`config.mk`:
```
export PLATFORM = sky130hd
export DESIGN_NAME = uxn_mem_arbiter
export DESIGN_NICKNAME = d
export VERILOG_FILES = /design/src/rtl/uxn_mem_arbiter.sv
export SDC_FILE = /design/constraint.sdc
export NUM_CORES = 1
export LEC_CHECK = 0
export ABC_AREA = 1
export BUFFER_PORTS_ARGS = -buffer_cell sky130_fd_sc_hd__buf_2
export CAP_MARGIN = 30
export CORE_ASPECT_RATIO = 1.2
export CORE_MARGIN = 10
export CORE_UTILIZATION = 45
export DETAILED_ROUTE_END_ITERATION = 6
export PLACE_DENSITY_LB_ADDON = 0.15
export SLEW_MARGIN = 10
export SYNTH_ARGS = -nofsm -noshare
export SYNTH_HDL_FRONTEND = slang
export SYNTH_SLANG_ARGS = --single-unit
```
`constraint.sdc`:
```
create_clock -name clk -period 2.2 [get_ports clk]
set_clock_uncertainty 0.05 [all_clocks]
set_input_delay 0.11 -clock clk [delete_from_list [all_inputs] [get_ports clk]]
set_output_delay 0.11 -clock clk [all_outputs]
set_load 0.03 [all_outputs]
```
`src/rtl/uxn_mem_arbiter.sv`:
```
// Single-port memory arbiter/sequencer for the uxn 64 KiB main memory.
// Shares the port between fetch (0), data (1) and device (2); byte or big-endian short accesses.
module uxn_mem_arbiter #(
  parameter int unsigned STARVE_LIMIT = 8
) (
  input  logic        clk,
  input  logic        rst,
  input  logic [2:0]  req,
  input  logic [2:0]  we,
  input  logic [2:0]  short,
  input  logic [47:0] addr,
  input  logic [47:0] wdata,
  output logic [2:0]  ack,
  output logic [15:0] rdata,
  output logic [1:0]  grant_id,
  output logic        busy,
  output logic [15:0] mem_addr,
  output logic        mem_we,
  output logic [7:0]  mem_wdata,
  input  logic [7:0]  mem_rdata
);

  typedef enum logic [1:0] {
    IDLE = 2'd0,
    B0   = 2'd1,
    B1   = 2'd2,
    FIN  = 2'd3
  } state_t;

  localparam logic [7:0] LIMIT_C = 8'(STARVE_LIMIT);

  state_t      state_r;
  logic        lat_we_r;
  logic        lat_short_r;
  logic [15:0] lat_addr_r;
  logic [15:0] lat_wdata_r;
  logic [1:0]  grant_r;
  logic [7:0]  starve_cnt_r;
  logic [7:0]  hi_r;
  logic [2:0]  ack_r;
  logic        busy_r;
  logic [15:0] mem_addr_r;
  logic        mem_we_r;
  logic [7:0]  mem_wdata_r;

  logic        arb_cycle_s;
  logic [2:0]  mask_s;
  logic [2:0]  elig_s;
  logic        win_valid_s;
  logic [1:0]  win_s;
  logic        win_we_s;
  logic        win_short_s;
  logic [15:0] win_addr_s;
  logic [15:0] win_wdata_s;

  // Arbitration: data > fetch > device, device forced once it has starved long enough.
  always_comb begin
    arb_cycle_s = (state_r == IDLE) || (state_r == FIN);
    mask_s      = 3'b000;
    if (state_r == FIN) begin
      mask_s = 3'b001 << grant_r;
    end else begin
      mask_s = 3'b000;
    end
    elig_s      = arb_cycle_s ? (req & ~mask_s) : 3'b000;
    win_valid_s = |elig_s;
    if (elig_s[2] && (starve_cnt_r >= LIMIT_C)) begin
      win_s = 2'd2;
    end else if (elig_s[1]) begin
      win_s = 2'd1;
    end else if (elig_s[0]) begin
      win_s = 2'd0;
    end else if (elig_s[2]) begin
      win_s = 2'd2;
    end else begin
      win_s = 2'd3;
    end
    case (win_s)
      2'd0: begin
        win_we_s = we[0]; win_short_s = short[0];
        win_addr_s = addr[15:0]; win_wdata_s = wdata[15:0];
      end
      2'd1: begin
        win_we_s = we[1]; win_short_s = short[1];
        win_addr_s = addr[31:16]; win_wdata_s = wdata[31:16];
      end
      2'd2: begin
        win_we_s = we[2]; win_short_s = short[2];
        win_addr_s = addr[47:32]; win_wdata_s = wdata[47:32];
      end
      default: begin
        win_we_s = 1'b0; win_short_s = 1'b0;
        win_addr_s = 16'h0000; win_wdata_s = 16'h0000;
      end
    endcase
  end

  // Sequencer FSM with registered memory-port and handshake outputs.
  always_ff @(posedge clk or posedge rst) begin
    if (rst) begin
      state_r      <= IDLE;
      lat_we_r     <= 1'b0;
      lat_short_r  <= 1'b0;
      lat_addr_r   <= 16'h0000;
      lat_wdata_r  <= 16'h0000;
      grant_r      <= 2'b11;
      starve_cnt_r <= 8'h00;
      hi_r         <= 8'h00;
      ack_r        <= 3'b000;
      busy_r       <= 1'b0;
      mem_addr_r   <= 16'h0000;
      mem_we_r     <= 1'b0;
      mem_wdata_r  <= 8'h00;
    end else begin
      ack_r <= 3'b000;

      if (!req[2]) begin
        starve_cnt_r <= 8'h00;
      end else if (win_valid_s) begin
        if (win_s == 2'd2) begin
          starve_cnt_r <= 8'h00;
        end else if (starve_cnt_r != 8'hFF) begin
          starve_cnt_r <= starve_cnt_r + 8'd1;
        end else begin
          starve_cnt_r <= starve_cnt_r;
        end
      end else begin
        starve_cnt_r <= starve_cnt_r;
      end

      if (win_valid_s) begin
        state_r     <= B0;
        busy_r      <= 1'b1;
        grant_r     <= win_s;
        lat_we_r    <= win_we_s;
        lat_short_r <= win_short_s;
        lat_addr_r  <= win_addr_s;
        lat_wdata_r <= win_wdata_s;
        mem_addr_r  <= win_addr_s;
        mem_we_r    <= win_we_s;
        mem_wdata_r <= win_short_s ? win_wdata_s[15:8] : win_wdata_s[7:0];
      end else begin
        case (state_r)
          IDLE: begin
            state_r <= IDLE;
            busy_r  <= 1'b0;
            grant_r <= 2'b11;
          end
          B0: begin
            if (lat_short_r) begin
              state_r     <= B1;
              mem_addr_r  <= lat_addr_r + 16'd1;
              mem_we_r    <= lat_we_r;
              mem_wdata_r <= lat_wdata_r[7:0];
            end else begin
              state_r     <= FIN;
              ack_r       <= 3'b001 << grant_r;
              mem_addr_r  <= 16'h0000;
              mem_we_r    <= 1'b0;
              mem_wdata_r <= 8'h00;
            end
          end
          B1: begin
            if (!lat_we_r) begin
              hi_r <= mem_rdata;
            end else begin
              hi_r <= hi_r;
            end
            state_r     <= FIN;
            ack_r       <= 3'b001 << grant_r;
            mem_addr_r  <= 16'h0000;
            mem_we_r    <= 1'b0;
            mem_wdata_r <= 8'h00;
          end
          FIN: begin
            state_r <= IDLE;
            busy_r  <= 1'b0;
            grant_r <= 2'b11;
          end
          default: begin
            state_r     <= IDLE;
            busy_r      <= 1'b0;
            grant_r     <= 2'b11;
            mem_addr_r  <= 16'h0000;
            mem_we_r    <= 1'b0;
            mem_wdata_r <= 8'h00;
          end
        endcase
      end
    end
  end

  // Synchronous memory returns data in FIN, so the response is formed from mem_rdata directly.
  always_comb begin
    if ((state_r == FIN) && !lat_we_r) begin
      rdata = lat_short_r ? {hi_r, mem_rdata} : {8'h00, mem_rdata};
    end else begin
      rdata = 16'h0000;
    end
  end

  assign ack       = ack_r;
  assign grant_id  = grant_r;
  assign busy      = busy_r;
  assign mem_addr  = mem_addr_r;
  assign mem_we    = mem_we_r;
  assign mem_wdata = mem_wdata_r;

endmodule

```
## After elaboration in Yosys (flattened, before gate mapping)

Index checks and enable logic that the tools add are counted.

- Bits in registers: 75
- Bits of input ports: 115
- Output and inout port bits: 47
- Word-level logic and storage cells: 77

- $add $sub $neg: 2
- $lt $le $gt $ge: 1
- Eq/ne operators: 8
- Shifts and indexed selects: 1
- Mux-type cells: 36
- Bitwise gates (word level): 4
- Reductions and logical operators: 12

Operator list:

| cell | count |
|---|---|
| $pmux W16 S3 | 2 |
| $mux W16 | 4 |
| $mux W8 | 7 |
| $pmux W16 S2 | 1 |
| $add A16 B1 Y16 const B | 1 |
| $pmux W8 S2 | 1 |
| $mux W2 | 6 |
| $mux W3 | 4 |
| $add A8 B1 Y8 const B | 1 |
| $ge A8 B4 Y1 const B | 1 |
| $ne A8 B8 Y1 const B | 1 |
| $eq A2 B2 Y1 const B | 3 |
| $mux W1 | 6 |
| $pmux W1 S3 | 2 |
| $pmux W2 S3 | 1 |
| $pmux W3 S2 | 1 |
| $eq A2 B1 Y1 const B | 2 |
| $logic_not A2 Y1 | 2 |
| $and A3 B3 Y3 | 1 |
| $ne A3 B1 Y1 const B | 1 |
| $not A3 Y3 | 1 |
| $reduce_and A3 Y1 | 1 |
| $reduce_bool A3 Y1 | 1 |
| $reduce_or A3 Y1 | 1 |
| other kinds (10) | 12 |

## Depth between registers and ports, before layout

Gate-level depths: netlist (run 1).

- Depth in word-level cells: 13
- Mapped depth: 16
- Mapped depth without buffers: 15

## Worst setup path after synthesis (run 1)

No wires, ideal clock.

- Kind: reg-to-reg
- Start point: reg state_r[0]
- End point: reg mem_wdata_r[0] (netlist: mem_wdata[0])
- Library setup time: 0.113 ns
- Arrival: 1.821 ns
- Required time: 2.037 ns
- Path slack: 0.216 ns
- Stages on the path, launching flop included: 13
- Path buffers: 1
- Clock period less this slack: 1.984 ns
- Path through: dfrtp_1 > inv_1 > ha_1 > nand2_1 > inv_1 > nand2_4 > nand3_4 > nor3_4 > inv_2 > buf_2 > or2_0 > nand2_1 > inv_1

- Word-level cells in the longest chain between the ends: 13
- Elaborated cells on any way between the ends: 24

Ends and longest elaborated chain:

| what | RTL line | text |
|---|---|---|
| start, declared | 32 | `state_t state_r;` |
| start signal, assigned | 101 | `state_r <= IDLE;` |
| start signal, assigned | 132 | `state_r <= B0;` |
| start signal, assigned | 145 | `state_r <= IDLE;` |
| $eq A2 B2 Y1 | 58, 60 |  |
| $mux W3 | 60 | `if (state_r == FIN) begin` |
| $not A3 Y3 | 65 | `elig_s = arb_cycle_s ? (req & ~mask_s) : 3'b000;` |
| $and A3 B3 Y3 | 65 |  |
| $mux W3 | 65 |  |
| $mux W1 | 73 | `end else if (elig_s[2]) begin` |
| $mux W2 | 71 | `end else if (elig_s[0]) begin` |
| $mux W2 | 69 | `end else if (elig_s[1]) begin` |
| $mux W2 | 67 | `if (elig_s[2] && (starve_cnt_r >= LIMIT_C)) begin` |
| $eq A2 B2 Y1, or another cell as far along | 78 | `case (win_s)` |
| $pmux W16 S3 or $pmux W1 S3 (tied branches) | 78 |  |
| $mux W8 | 141 | `mem_wdata_r <= win_short_s ? win_wdata_s[15:8] : win_wdata_s[7:0];` |
| $mux W8 | 131 | `if (win_valid_s) begin` |
| end signal, assigned | 141 |  |
| end signal, assigned | 154 | `mem_wdata_r <= lat_wdata_r[7:0];` |
| end, declared | 44 | `logic [7:0] mem_wdata_r;` |

Several ways; a longest one is shown, not always the timed one.
A chain may end at the register's enable or synchronous reset.

## Final worst setup path (run 1)

- Start point: reg state_r[1]
- End point: reg lat_addr_r[13]

- Word-level cells in the longest chain between the ends: 11
- Elaborated cells on any way between the ends: 17

Ends and longest elaborated chain:

| what | RTL line | text |
|---|---|---|
| $eq A2 B2 Y1 | 58, 60 |  |
| $mux W3 | 60 |  |
| $not A3 Y3 | 65 |  |
| $and A3 B3 Y3 | 65 |  |
| $mux W3 * | 65 |  |
| $mux W1 | 73 |  |
| $mux W2 | 71 |  |
| $mux W2 | 69 |  |
| $mux W2 | 67 |  |
| $eq A2 B2 Y1, or another cell as far along | 78 |  |
| $pmux W16 S3 | 78 |  |
| end signal, assigned | 137 | `lat_addr_r <= win_addr_s;` |
| end, declared | 35 | `logic [15:0] lat_addr_r;` |

Every way passes the cells marked *; elsewhere a longest branch is shown, timed or not.

==> results of run 1 <==
## state kept, by name, indices dropped and copies added (netlist names)
signal        flops
ack               3
lat_we_r          1
lat_wdata_r       8
lat_addr_r       16
state_r           2
mem_wdata         8
grant_id          2
busy              1
starve_cnt_r      8
lat_short_r       1
hi_r              8
mem_we            1
mem_addr         16
## power breakdown
part	internal, uW	switching [uW]
clock network	932	538
registers	2070	412
logic	2180	3910
total	5180	4860
## logic make-up after synthesis
family,count (synthesis),synth area share
compound gates,85,0.112
xor+xnor,5,0.0102
fa+ha+maj,6,0.0175
buf+inv,82,0.0762
flops,75,0.437
simple gates,329,0.347
## layer usage
layer / GRT usage / vias up / wire, um / part of all wire
met5: 0 / - / 0 / 0
met4: 0.0514 / 0 / 108 / 0.0077
met3: 0.0639 / 8 / 1140 / 0.081
met2: 0.339 / 164 / 6910 / 0.49
met1: 0.235 / 2147 / 5820 / 0.42
li1: - / 2286 / - / -
## metrics by stage
step,instances,cell area (um^2),hold slack (ns),setup slack [ns]
after detailed placement,871,5400,0.188,-0.112
final,908,6030,0.0117,0.0905
after global placement,871,5400,0.174,-0.00399
after global routing,908,6030,0.0214,-0.0309
after floorplan,582,4300,0.190,0.133
after CTS,906,5920,0.00145,0.0493
## how the worst max path moves through the flow
| stage | slack [ns] | start | to | depth (start not counted) |
|---|---|---|---|---|
| after global routing | -0.03 | state_r[1] | lat_addr_r[4] | 14 |
| final | 0.09 | state_r[1] | lat_addr_r[13] | 10 |
| after detailed placement | -0.11 | state_r[1] | mem_wdata[3] | 14 |
| after floorplan | 0.13 | rst | ack[0] | 1 |
| after global placement | -0.004 | state_r[1] | mem_wdata[7] | 15 |
| after CTS | 0.05 | state_r[0] | lat_addr_r[11] | 11 |
## worst register-to-register path: cells and delay by family, from the launching register on
| kind | cells | cell delay [ns] |
|---|---|---|
| flops | 1 | 0.43 |
| simple gates | 3 | 0.25 |
| fa+ha+maj | 1 | 0.32 |
| buf+inv | 4 | 0.60 |
| compound gates | 2 | 0.33 |
## final cells by class
cell class	instances	area, um^2
Clock buffer	13	260
Inverter	63	241
Multi-Input combinational cell	425	2200
Tap cell	123	154
Fill cell	845	3390
Sequential cell	75	1880
Timing Repair Buffer	207	1260
Clock inverter	2	35.0
## timing repair
item	4_1_cts	5_1_grt
cloned	0	1
pin swaps	0	3
setup buffers	0	1
resized for setup	3	26
setup endpoints to repair	9	39
endpoints found under the hold margin	107	0
hold buffers	20	0
## cell usage after synthesis (4+ instances only)
master / n
or2_0: 6
nand4_1: 7
inv_2: 6
nor2_1: 33
clkbuf_1: 7
a21oi_1: 32
o211ai_1: 7
o21ai_0: 34
buf_2: 10
nand3_1: 83
nand2_4: 6
ha_1: 6
inv_1: 57
nand2_1: 176
dfrtp_1: 73
xor2_1: 4
a21o_1: 7
nor3_1: 6
==> summary by stage, run 1 <==
Critical path
The register-to-register path setup slack is 0.09 ns. The cell with the largest stage delay on the worst path is dfrtp_1. Walking the worst path, the cells encountered are ha_4 > nand2_1 > inv_1 > nand2_4 > buf_4 > nand4_1 > inv_2 > buf_4 > a21oi_1 > o21ai_0. For the worst setup path, the data required time is 2.35 ns.

The most frequent cell on the critical path is buf_4. The setup path with the least slack is of type flop to flop. The reg-to-reg critical path startpoint is state_r[1].

On the worst path, the slowest cell contributes a delay of 0.43 ns. STA classifies the critical path startpoint as a flop. The maximum fanout count along the critical path is 10. Grouping stages by cell kind, the critical path spends the most delay in buffers and inverters. The worst flop-to-flop path endpoint is lat_addr_r[13].

The count of cells along the worst register-to-register path is 10. The critical path data arrival time is 2.26 ns. The number of buffer and inverter stages on the critical path is 4. STA classifies the critical path endpoint as a flop.

Logic synthesis
In the post-synthesis netlist, the biggest area contributors are dfrtp_1 42%, nand2_1 15%, nand3_1 9.7%. In the synthesized netlist the dominant register cell turns out to be dfrtp_1. The netlist uses 34 different library cells. The post-synthesis register bit count is 75.

After synthesis, the mean cell area works out to 7.39 um^2. The instance count of the mapped netlist is 582. The fraction of registers with async set/reset is 1.00.

In this run the cell area of the synthesized design comes to 0.00430 mm^2. Of the synthesized area, sequential elements account for 0.437. The number of synthesis warnings is 0. When the netlist entered floorplanning its net count stood at 703. dfrtp_1 takes more of the synthesized area than any other cell. The count of flip-flops with a built-in enable after synthesis is 0. The fraction of synthesized cell area taken by the top area cell type is 0.425.

Clocking
No sink is reached through more buffers than the 2 on the longest clock path. The library cell used as clock root buffer is clkbuf_16. The total clock buffers created by CTS is 9.

The total clock sinks is 75. The clock tree from TritonCTS is built. The H-tree generated during clock tree synthesis spans 3 levels. The clock latency of the later-clocked register in the worst-skew pair is 0.33 ns.

After clock tree synthesis, the clock-pin slew on the worst setup and hold paths is 0.06 ns.

Route
In the routed design, unresolved DRC markers number 0. Dividing the detail-routed via count by the number of cells gives 5.07. The total vias in the final route is 4605. The first-pass detailed-route iteration total is 4. Dividing the detail-routed wire length by the instance count gives 15.4 um. The first routing iteration left 298 violations.

The detail route stage leaves a number of antenna-violating nets equal to 0. The overall routed net length is 14.0 mm.

Global routing
The number of global-route vias before repair is 4799. The total congestion overflow after global routing is 0. The overall fraction of global-route tracks in use is 0.199. The initial antenna violation count is 0. The pin count of the biggest net entering global routing is 76. The global-route wire length before repair is 22.6 mm.

Floorplanning
The die is 109 um wide. The total area inside the core boundary comes to 0.00942 mm^2. The floorplan die height is 127 um. The initial utilization of the core area, before any placement, comes to 0.457. The area of the die is 0.0139 mm^2. The number of cell rows is 39. During I/O placement, the number of pins put on the boundary was 162.

Power and ir drop
Power spread over the standard cell area amounts to 1670 mW/mm^2. The leakage power is 0.00323 uW. Summing internal, switching and leakage power gives 10000 uW. The worst IR drop on VDD is 1260 uV.

STA
The total count of hold-check failures in the final report came to 0. The relative slew slack is 0.674. The setup total negative slack is 0 ns. The final max-slew violation count came to 0. The achievable clock frequency is 474 MHz.

Setup repair after global routing could not meet its margin everywhere. The ratio of final minimum period to clock period is 0.959. The slew at the pin closest to its max-slew limit is 0.489 ns. The final number of setup-violating endpoints is 0. The time the worst path needs with I/O delays and setup is 2.11 ns.

Cells and area
The number of antenna diodes in the final layout is 0. The post-layout utilization of the core is 0.640. For this run, the post-layout net count is 902. The layout-stage area growth over the synthesis result is 40.1%. The library cell used most frequently in the layout, excluding fill and tap cells, is nand2_1. In the layout the commonest cells are 173 x nand2_1, 161 x buf_2, 79 x nand3_1. The share of cells above drive strength 1 is 0.312.

Outcome
The flow ran to the end, and the final reports show no timing, DRC or antenna violations.

Worst hold path
The worst hold path begins at mem_rdata[4]. For hold timing, the worst endpoint is hi_r[4]. The worst hold path belongs to the class primary input to flop. Counting instances, the worst hold path has a depth of 3.

Run
The count of max-cap constraint violations is 0.

Placement
The detailed-placement wirelength estimate is 10.6 mm. The count of buffers inserted at the top-level ports is 161. The weighted congestion at the end of routability-driven global placement is 0.856.
(Power assumes the default switching activity.)
==> run 2: changes to the inputs <==
--- a/config.mk
+++ b/config.mk
@@ -5,7 +5,7 @@
 export SDC_FILE = /design/constraint.sdc
 export NUM_CORES = 1
 export LEC_CHECK = 0
-export ABC_AREA = 1
+export ABC_AREA = 0
 export BUFFER_PORTS_ARGS = -buffer_cell sky130_fd_sc_hd__buf_2
 export CAP_MARGIN = 30
 export CORE_ASPECT_RATIO = 1.2
==> summary by stage, run 2 <==
Floorplanning
The area of the die is 0.0140 mm^2 (+0.51%). The width of the chip came to 110 um (+0.25%). The floorplan die height is 127 um (+0.26%). The area of the core is 0.00947 mm^2 (+0.52%). The number of cell rows came to 39 (unchanged).

The number of top-level pins came to 162 (unchanged). The starting density of the core is 0.457 (about the same).

Power and ir drop
The power per cell area is 1580 mW/mm^2 (-5.3%). The total net switching power is 4600 uW (-5.4%). The worst IR drop on VDD came to 831 uV (-34%). The leakage power is 0.00320 uW (-0.89%). The switching power as a share of total power is 0.440 (-0.0439). The part of the total power dissipated in sequential elements is 0.248 (about the same). The sum of internal, switching and leakage power was 10400 uW (+4.0%). The combinational share of power came to 0.612 (+0.005).

The proportion of power drawn by the clock network is 0.140 (-0.006). The internal power component is 5850 uW (+13%).

STA
The total count of hold-check failures in the final report came to 1 (+1). The time the worst path needs with I/O delays and setup is 2.21 ns (+0.105 ns). The slew at the pin closest to its max-slew limit was 0.433 ns (-0.0552 ns). The final number of setup-violating endpoints is 2 (+2). The ratio of final minimum period to clock period is 1.01 (+0.0475). Setup repair after global routing could not meet its margin everywhere. The smallest hold slack is -0.000611 ns (-0.0123 ns). The achievable clock frequency is 452 MHz (-4.7%). The final max-slew violation count was 0 (unchanged). The minimum setup slack in the final design was -0.0141 ns (-0.105 ns). The relative slew slack is 0.711 (+0.0376).

Clocking
The total clock sinks is 75 (unchanged). The clock tree from TritonCTS is built. The clock latency of the later-clocked register in the worst-skew pair is 0.34 ns (about the same). The total clock buffers created by CTS was 9 (unchanged).

The clock-pin slew on the worst setup and hold paths was 0.06 ns (about the same). The library cell used as clock root buffer is clkbuf_16. The clock tree buffer depth is 2 (unchanged). The number of H-tree branching levels is 3 (unchanged).

Logic synthesis
The mean post-synth cell area is 9.95 um^2 (+35%). The fraction of synthesized cell area taken by the top area cell type is 0.422 (-0.00258). The count of flip-flops with a built-in enable after synthesis is 0 (unchanged). The most numerous cell in the Yosys netlist is dfrtp_1. Ranked by total cell area, the synthesized netlist is headed by dfrtp_1 42%, nand2_1 6.0%, a222oi_1 5.6%. The most area-hungry cell type in the Yosys netlist is dfrtp_1. The number of synthesis warnings is 0 (unchanged).

After synthesis, the most frequently instantiated cells are 73 x dfrtp_1, 69 x nand2_1, 25 x a22oi_1. The post-synthesis register bit count was 75 (unchanged). The post-synth net total is 556 (-21%). The count of cell types in the netlist is 58 (+71%).

The register area share after synthesis is 0.434 (-0.00265). The fraction of registers with async set/reset is 1.00 (unchanged). The cell area after technology mapping is 0.00433 mm^2 (+0.61%). The dominant synthesized flop cell is dfrtp_1.

The instance count of the mapped netlist came to 435 (-25%).

Route
The total vias in the final route is 4534 (-1.5%). The number of nets with antenna violations after detailed routing is 0 (unchanged). The detailed router's first-iteration violation count is 356 (+19%). The first-pass detailed-route iteration total was 6 (+2). The count of unresolved DRC violations after routing was 0 (unchanged). The number of vias per cell came to 5.60 (+10%).

The routed wire length per instance is 19.1 um (+24%). The overall routed net length is 15.5 mm (+11%).

Placement
The weighted congestion at the end of routability-driven global placement is 0.873 (+2.0%). The detailed-placement wirelength estimate is 10.7 mm (+0.62%). The count of buffers inserted at the top-level ports is 161 (unchanged).

Critical path
The startpoint type of the worst setup path is a flop. The maximum fanout count along the critical path came to 7 (-3). On the critical path, the stage with the largest delay is an instance of dfrtp_1. The setup path with the least slack is of type flop to flop. The register-to-register path setup slack is -0.01 ns (-0.10 ns).

The critical path data arrival time was 2.38 ns (+0.12 ns). The worst flop-to-flop path endpoint is mem_wdata[0]. Walking the worst path, the cells encountered are buf_6 > ha_4 > nand3b_1 > buf_4 > and3_4 > o211ai_4 > buf_12 > buf_8 > a222oi_1 > o21ai_1. The kind of capture point of the worst setup path is a flop. The reg-to-reg critical path startpoint is state_r[1]. The worst path required time is 2.37 ns (+0.02 ns). The largest incremental delay on the critical path was 0.42 ns (about the same). The count of cells along the worst register-to-register path is 10 (unchanged).

Worst hold path
The instance count along the most critical hold path is 3 (unchanged). The path category of the worst min-delay check is primary input to flop. The startpoint of the most critical hold path is addr[39].

For hold timing, the worst endpoint is mem_addr[7].

Cells and area
The post-layout utilization of the core is 0.699 (+0.0593). The count of nets after finishing was 802 (-11%). The layout-stage area growth over the synthesis result is 53.0%. The share of cells above drive strength 1 is 0.433 (+0.121).

Leaving out fill and tap cells, the most frequent cell in the layout is buf_2. The top cell types in the final layout, fill and taps aside, are 162 x buf_2, 73 x dfrtp_1, 68 x nand2_1.

Outcome
The run finished, with violations left. The checks that failed: negative hold slack, negative setup slack.

Global routing
The overall fraction of global-route tracks in use was 0.210 (+0.0111). The total congestion overflow after global routing is 0 (unchanged). The global-route wire length before repair came to 23.7 mm (+4.7%). The number of global-route vias before repair is 4717 (-1.7%). The initial antenna violation count is 1 (+1). The pin count of the biggest net entering global routing is 58 (-24%).

Run
The count of max-cap constraint violations was 0 (unchanged).
==> run 2: changes by cell type after synthesis, sizes merged, moves of 14 or more <==
cell	previous run	this run
a21oi	33	5
a222oi	0	24
a22oi	1	25
and2	0	14
and3	0	14
inv	63	12
nand2	183	69
nand3	86	11
nor2	36	16
o211ai	7	25
o21ai	35	12
==> run 2: kinds of logic (layout without fill, tap and decap cells) <==
group / Yosys count / in the layout / synth area share
AOI/OAI and AO/OA: 124 / 124 / 0.249
muxes: 11 / 11 / 0.0280
DFF: 75 / 75 / 0.434
other: 0 / 1 / 0
and+or+nand+nor: 153 / 153 / 0.180
adders and majority gates: 6 / 6 / 0.0173
buffers and inverters: 45 / 296 / 0.0489
xor gates and xnor gates: 21 / 21 / 0.0425
==> run 2: what timing repair did <==
item | 4_1_cts | 5_1_grt
setup buffers | 10 | 16
cloned | 0 | 1
resized for setup | 14 | 36
endpoints found under the setup margin | 63 | 78
hold buffers | 32 | 0
hold endpoints to repair | 48 | 0
pin swaps | 8 | 31
==> run 2: metal layers <==
metal	global-route usage	vias to the layer above	share of wire
li1	-	2136	-
met1	0.240	2181	0.37
met2	0.365	175	0.54
met3	0.0423	42	0.065
met4	0.0951	0	0.032
met5	0	-	0
==> run 2: cell type report <==
| cell class | count | area (um^2) |
|---|---|---|
| Sequential cell | 75 | 1880 |
| Clock buffer | 11 | 243 |
| Timing Repair Buffer | 268 | 1840 |
| Antenna cell | 1 | 2.50 |
| Multi-Input combinational cell | 315 | 2400 |
| Clock inverter | 5 | 52.6 |
| Inverter | 12 | 46.3 |
| Fill cell | 719 | 2850 |
| Tap cell | 123 | 154 |
==> run 2: how the worst max path moves through the flow <==
stage	startpoint	endpoint	slack [ns]	cells after the start
after floorplan	state_r[1]	hi_r[0]	-0.04	7
after global placement	grant_id[0]	starve_cnt_r[7]	-0.07	6
after detailed placement	state_r[0]	mem_wdata[6]	-0.16	8
after CTS	starve_cnt_r[6]	mem_wdata[6]	0.0002	6
after global routing	state_r[1]	mem_addr[12]	-0.09	8
final	state_r[1]	mem_wdata[0]	-0.01	10
==> run 2: per-stage QoR <==
stage | worst slack [ns] | area [um^2] | instances | TNS (ns) | hold slack, ns
after floorplan | -0.0387 | 4380 | 435 | -0.378 | 0.209
after global placement | -0.0712 | 5600 | 735 | -1.10 | 0.0355
after detailed placement | -0.156 | 5600 | 735 | -3.70 | 0.0347
after CTS | 0.000239 | 6350 | 793 | 0 | 0.000387
after global routing | -0.0902 | 6620 | 810 | -1.06 | 0.00971
final | -0.0141 | 6620 | 810 | -0.0190 | -0.000611
==> run 2: power by group through the flow <==
| stage | Combinational, uW | Clock [uW] | Sequential [uW] |
|---|---|---|---|
| floorplan | 3300 | 0 | 2940 |
| global placement | 5410 | 0 | 2550 |
| detailed placement | 5530 | 0 | 2580 |
| CTS | 5860 | 1460 | 2560 |
| global route | 6900 | 1540 | 2660 |
| finish | 6390 | 1460 | 2600 |
==> run 2: worst max-delay path, delay by kind of cell, from the launching register on <==
family | cells | cell delay [ns]
buffers and inverters | 4 | 0.56
flip-flops | 1 | 0.42
AO/OA/AOI/OAI | 3 | 0.47
adder cells (fa/ha/maj) | 1 | 0.17
AND/OR/NAND/NOR | 2 | 0.41
==> run 3: changes to the inputs <==
--- a/config.mk
+++ b/config.mk
@@ -8,7 +8,6 @@
 export ABC_AREA = 0
 export BUFFER_PORTS_ARGS = -buffer_cell sky130_fd_sc_hd__buf_2
 export CAP_MARGIN = 30
-export CORE_ASPECT_RATIO = 1.2
 export CORE_MARGIN = 10
 export CORE_UTILIZATION = 45
 export DETAILED_ROUTE_END_ITERATION = 6
==> summary by stage, run 3 (synthesis results as in run 2) <==
Outcome
The flow ran to the end, but the final reports show violations. The checks that failed: design-rule violations, negative setup slack.

Floorplanning
The area of the die is 0.0139 mm^2 (-0.12%). The starting density of the core is 0.466 (+0.00900). The area of the core is 0.00928 mm^2 (-1.9%). The floorplan die height is 118 um (-7.3%).

The number of top-level pins is 162 (unchanged). The width of the chip is 118 um (+7.8%). The number of cell rows is 35 (-10%).

Critical path
The count of cells along the worst register-to-register path is 7 (-3). The cell with the largest stage delay on the worst path is or4_4. The worst path required time is 2.38 ns (about the same). The register-to-register path setup slack came to -0.04 ns (-0.03 ns). The startpoint identified for the worst register-to-register timing path is starve_cnt_r[4].

The last element of the critical path is mem_addr[12]. The largest incremental delay on the critical path is 0.57 ns (+0.15 ns). The category of the most critical setup path is flop to flop. The launching element of the worst setup path is starve_cnt_r[4]. The maximum fanout count along the critical path is 6 (-1). The critical path goes through or4_4 > nor2_4 > a21oi_4 > buf_12 > a222oi_1 > buf_4 > o211ai_1.

The critical path data arrival time is 2.42 ns (+0.04 ns). The worst register-to-register path ends at mem_addr[12]. The kind of capture point of the worst setup path is a flop. The startpoint type of the worst setup path is a flop.

Global routing
The global-route wire length before repair is 23.9 mm (+0.73%). The pin count of the biggest net entering global routing is 42 (-28%). The overall fraction of global-route tracks in use is 0.206 (-0.00424). The total congestion overflow after global routing is 0 (unchanged). The number of global-route vias before repair is 4696 (-0.45%). The initial antenna violation count is 2 (+1).

Clocking
The number of H-tree branching levels came to 3 (unchanged). The clock-pin slew on the worst setup and hold paths is 0.09 ns (+0.03 ns). The cell sitting at the root of the clock tree is a clkbuf_8. The total clock sinks is 75 (unchanged). The clock tree buffer depth came to 2 (unchanged). The total clock buffers created by CTS is 9 (unchanged). The clock tree from TritonCTS is built. The clock latency of the later-clocked register in the worst-skew pair is 0.36 ns (+0.02 ns).

Route
The routed wire length on met3 came to 1.06 mm (+5.3%). The number of vias per cell is 5.55 (-0.92%). The uppermost metal layer occupied by signal nets is met4. The routed wire length per instance was 18.6 um (-2.6%). The met2 routed wirelength is 7.79 mm (-6.0%). The count of unresolved DRC violations after routing is 6 (+6). The routed length on met1 is 6.18 mm (+8.5%). The total vias in the final route is 4559 (+0.55%). The number of nets with antenna violations after detailed routing is 0 (unchanged).

The overall routed net length is 15.3 mm (-1.1%). The detailed router's first-iteration violation count is 383 (+7.6%). The first-pass detailed-route iteration total is 7 (+1).

Placement
The count of buffers inserted at the top-level ports was 161 (unchanged). The weighted congestion at the end of routability-driven global placement was 0.839 (-3.8%). The detailed-placement wirelength estimate is 10.7 mm (+0.19%). The worst setup slack before clock tree synthesis is -0.141 ns (+0.0150 ns).

STA
The final number of setup-violating endpoints is 2 (unchanged). The ratio of final minimum period to clock period is 1.02 (+0.0127). Setup repair after global routing could not meet its margin everywhere. The relative slew slack is 0.583 (-0.129). The total count of hold-check failures in the final report is 0 (-1).

The minimum setup slack in the final design is -0.0420 ns (-0.0279 ns). The slew at the pin closest to its max-slew limit is 0.626 ns (+0.192 ns). The final max-slew violation count was 0 (unchanged).

The achievable clock frequency is 446 MHz (-1.2%). The time the worst path needs with I/O delays and setup is 2.24 ns (+0.0279 ns).

Run
The count of max-cap constraint violations is 0 (unchanged).

Cells and area
The count of nets after finishing was 807 (+0.62%). The filler cell count is 737 (+2.5%). The top cell types in the final layout, fill and taps aside, are 161 x buf_2, 73 x dfrtp_1, 68 x nand2_1. Leaving out fill and tap cells, the most frequent cell in the layout is buf_2. The area occupied by multi-input gates is 0.00240 mm^2 (+0.10%). The share of cells above drive strength 1 was 0.415 (-0.0176). Compared with the post-synthesis result, the final layout area differs by 51.5%.

The footprint of the flip-flops and latches came to 0.00188 mm^2 (unchanged). The post-layout utilization of the core came to 0.706 (+0.00675).

Worst hold path
The tightest min-delay check is of the primary input to flop type.

Power and ir drop
The worst IR drop on VDD is 651 uV (-22%). The power per cell area came to 1490 mW/mm^2 (-5.6%). The leakage power is 0.00314 uW (-1.7%).
[run 3: changes by cell type in the layout (fill, tap and decap cells not counted), moves of 2 or more]
cell	before	now
dlygate4sd3_1	32	47
clkbuf_8	1	10
o21ai_2	0	2
clkinv_4	0	2
buf_12	8	6
buf_6	13	7
clkbuf_16	9	0
[run 3: power breakdown]
group / switching [uW] / internal, uW
Combinational: 3430 / 2710
Clock: 534 / 555
Sequential: 476 / 2060
[run 3: critical path: cells and delay by family, from the launching register on]
kind	cells	cell delay, ns
flops	1	0.40
compound gates	3	0.61
buf+inv	2	0.34
simple gates	2	0.72
[run 3: layout make-up]
| class | count | share of cell area |
|---|---|---|
| inverter | 12 | 0.00706 |
| clock inverter | 6 | 0.00992 |
| timing repair buffer | 272 | 0.283 |
| clock buffer | 10 | 0.0210 |
| sequential | 75 | 0.287 |
| multi-input combinational | 316 | 0.367 |
| tap | 129 | 0.0246 |
| antenna | 2 | 0.000763 |
[run 3: metal layers]
layer / track usage / up-vias
met5: 0 / -
met4: 0.0626 / 0
met3: 0.0556 / 24
met2: 0.355 / 209
met1: 0.241 / 2172
li1: - / 2154
[run 3: worst min-delay path by stage]
stage | startpoint | endpoint | slack, ns | cells after the start
after floorplan | addr[1] | mem_addr[1] | 0.21 | 2
after global placement | rst | hi_r[2] | 0.15 | 2
after detailed placement | rst | hi_r[3] | 0.15 | 2
after CTS | wdata[42] | mem_wdata[2] | 0.001 | 3
after global routing | wdata[46] | mem_wdata[6] | 0.02 | 3
final | wdata[41] | mem_wdata[1] | 0.008 | 3
[run 3: metrics by stage]
stage                     std cells  cell area, um^2  hold slack [ns]  total power [uW]  setup TNS, ns
after global routing            822             6560           0.0246             10500         -0.641
after floorplan                 435             4380            0.209              6240         -0.378
after CTS                       808             6390         0.000984              9490              0
after global placement          744             5630            0.149              8000         -0.634
after detailed placement        744             5630            0.153              8170          -2.39
final                           822             6560          0.00762              9760        -0.0454
[run 3: repair_timing]
action / in CTS / in global routing
hold buffers: 47 / 0
setup endpoints to repair: 65 / 49
setup buffers: 1 / 12
cloned: 0 / 1
resized for setup: 17 / 16
pin swaps: 4 / 17
endpoints found under the hold margin: 67 / 0
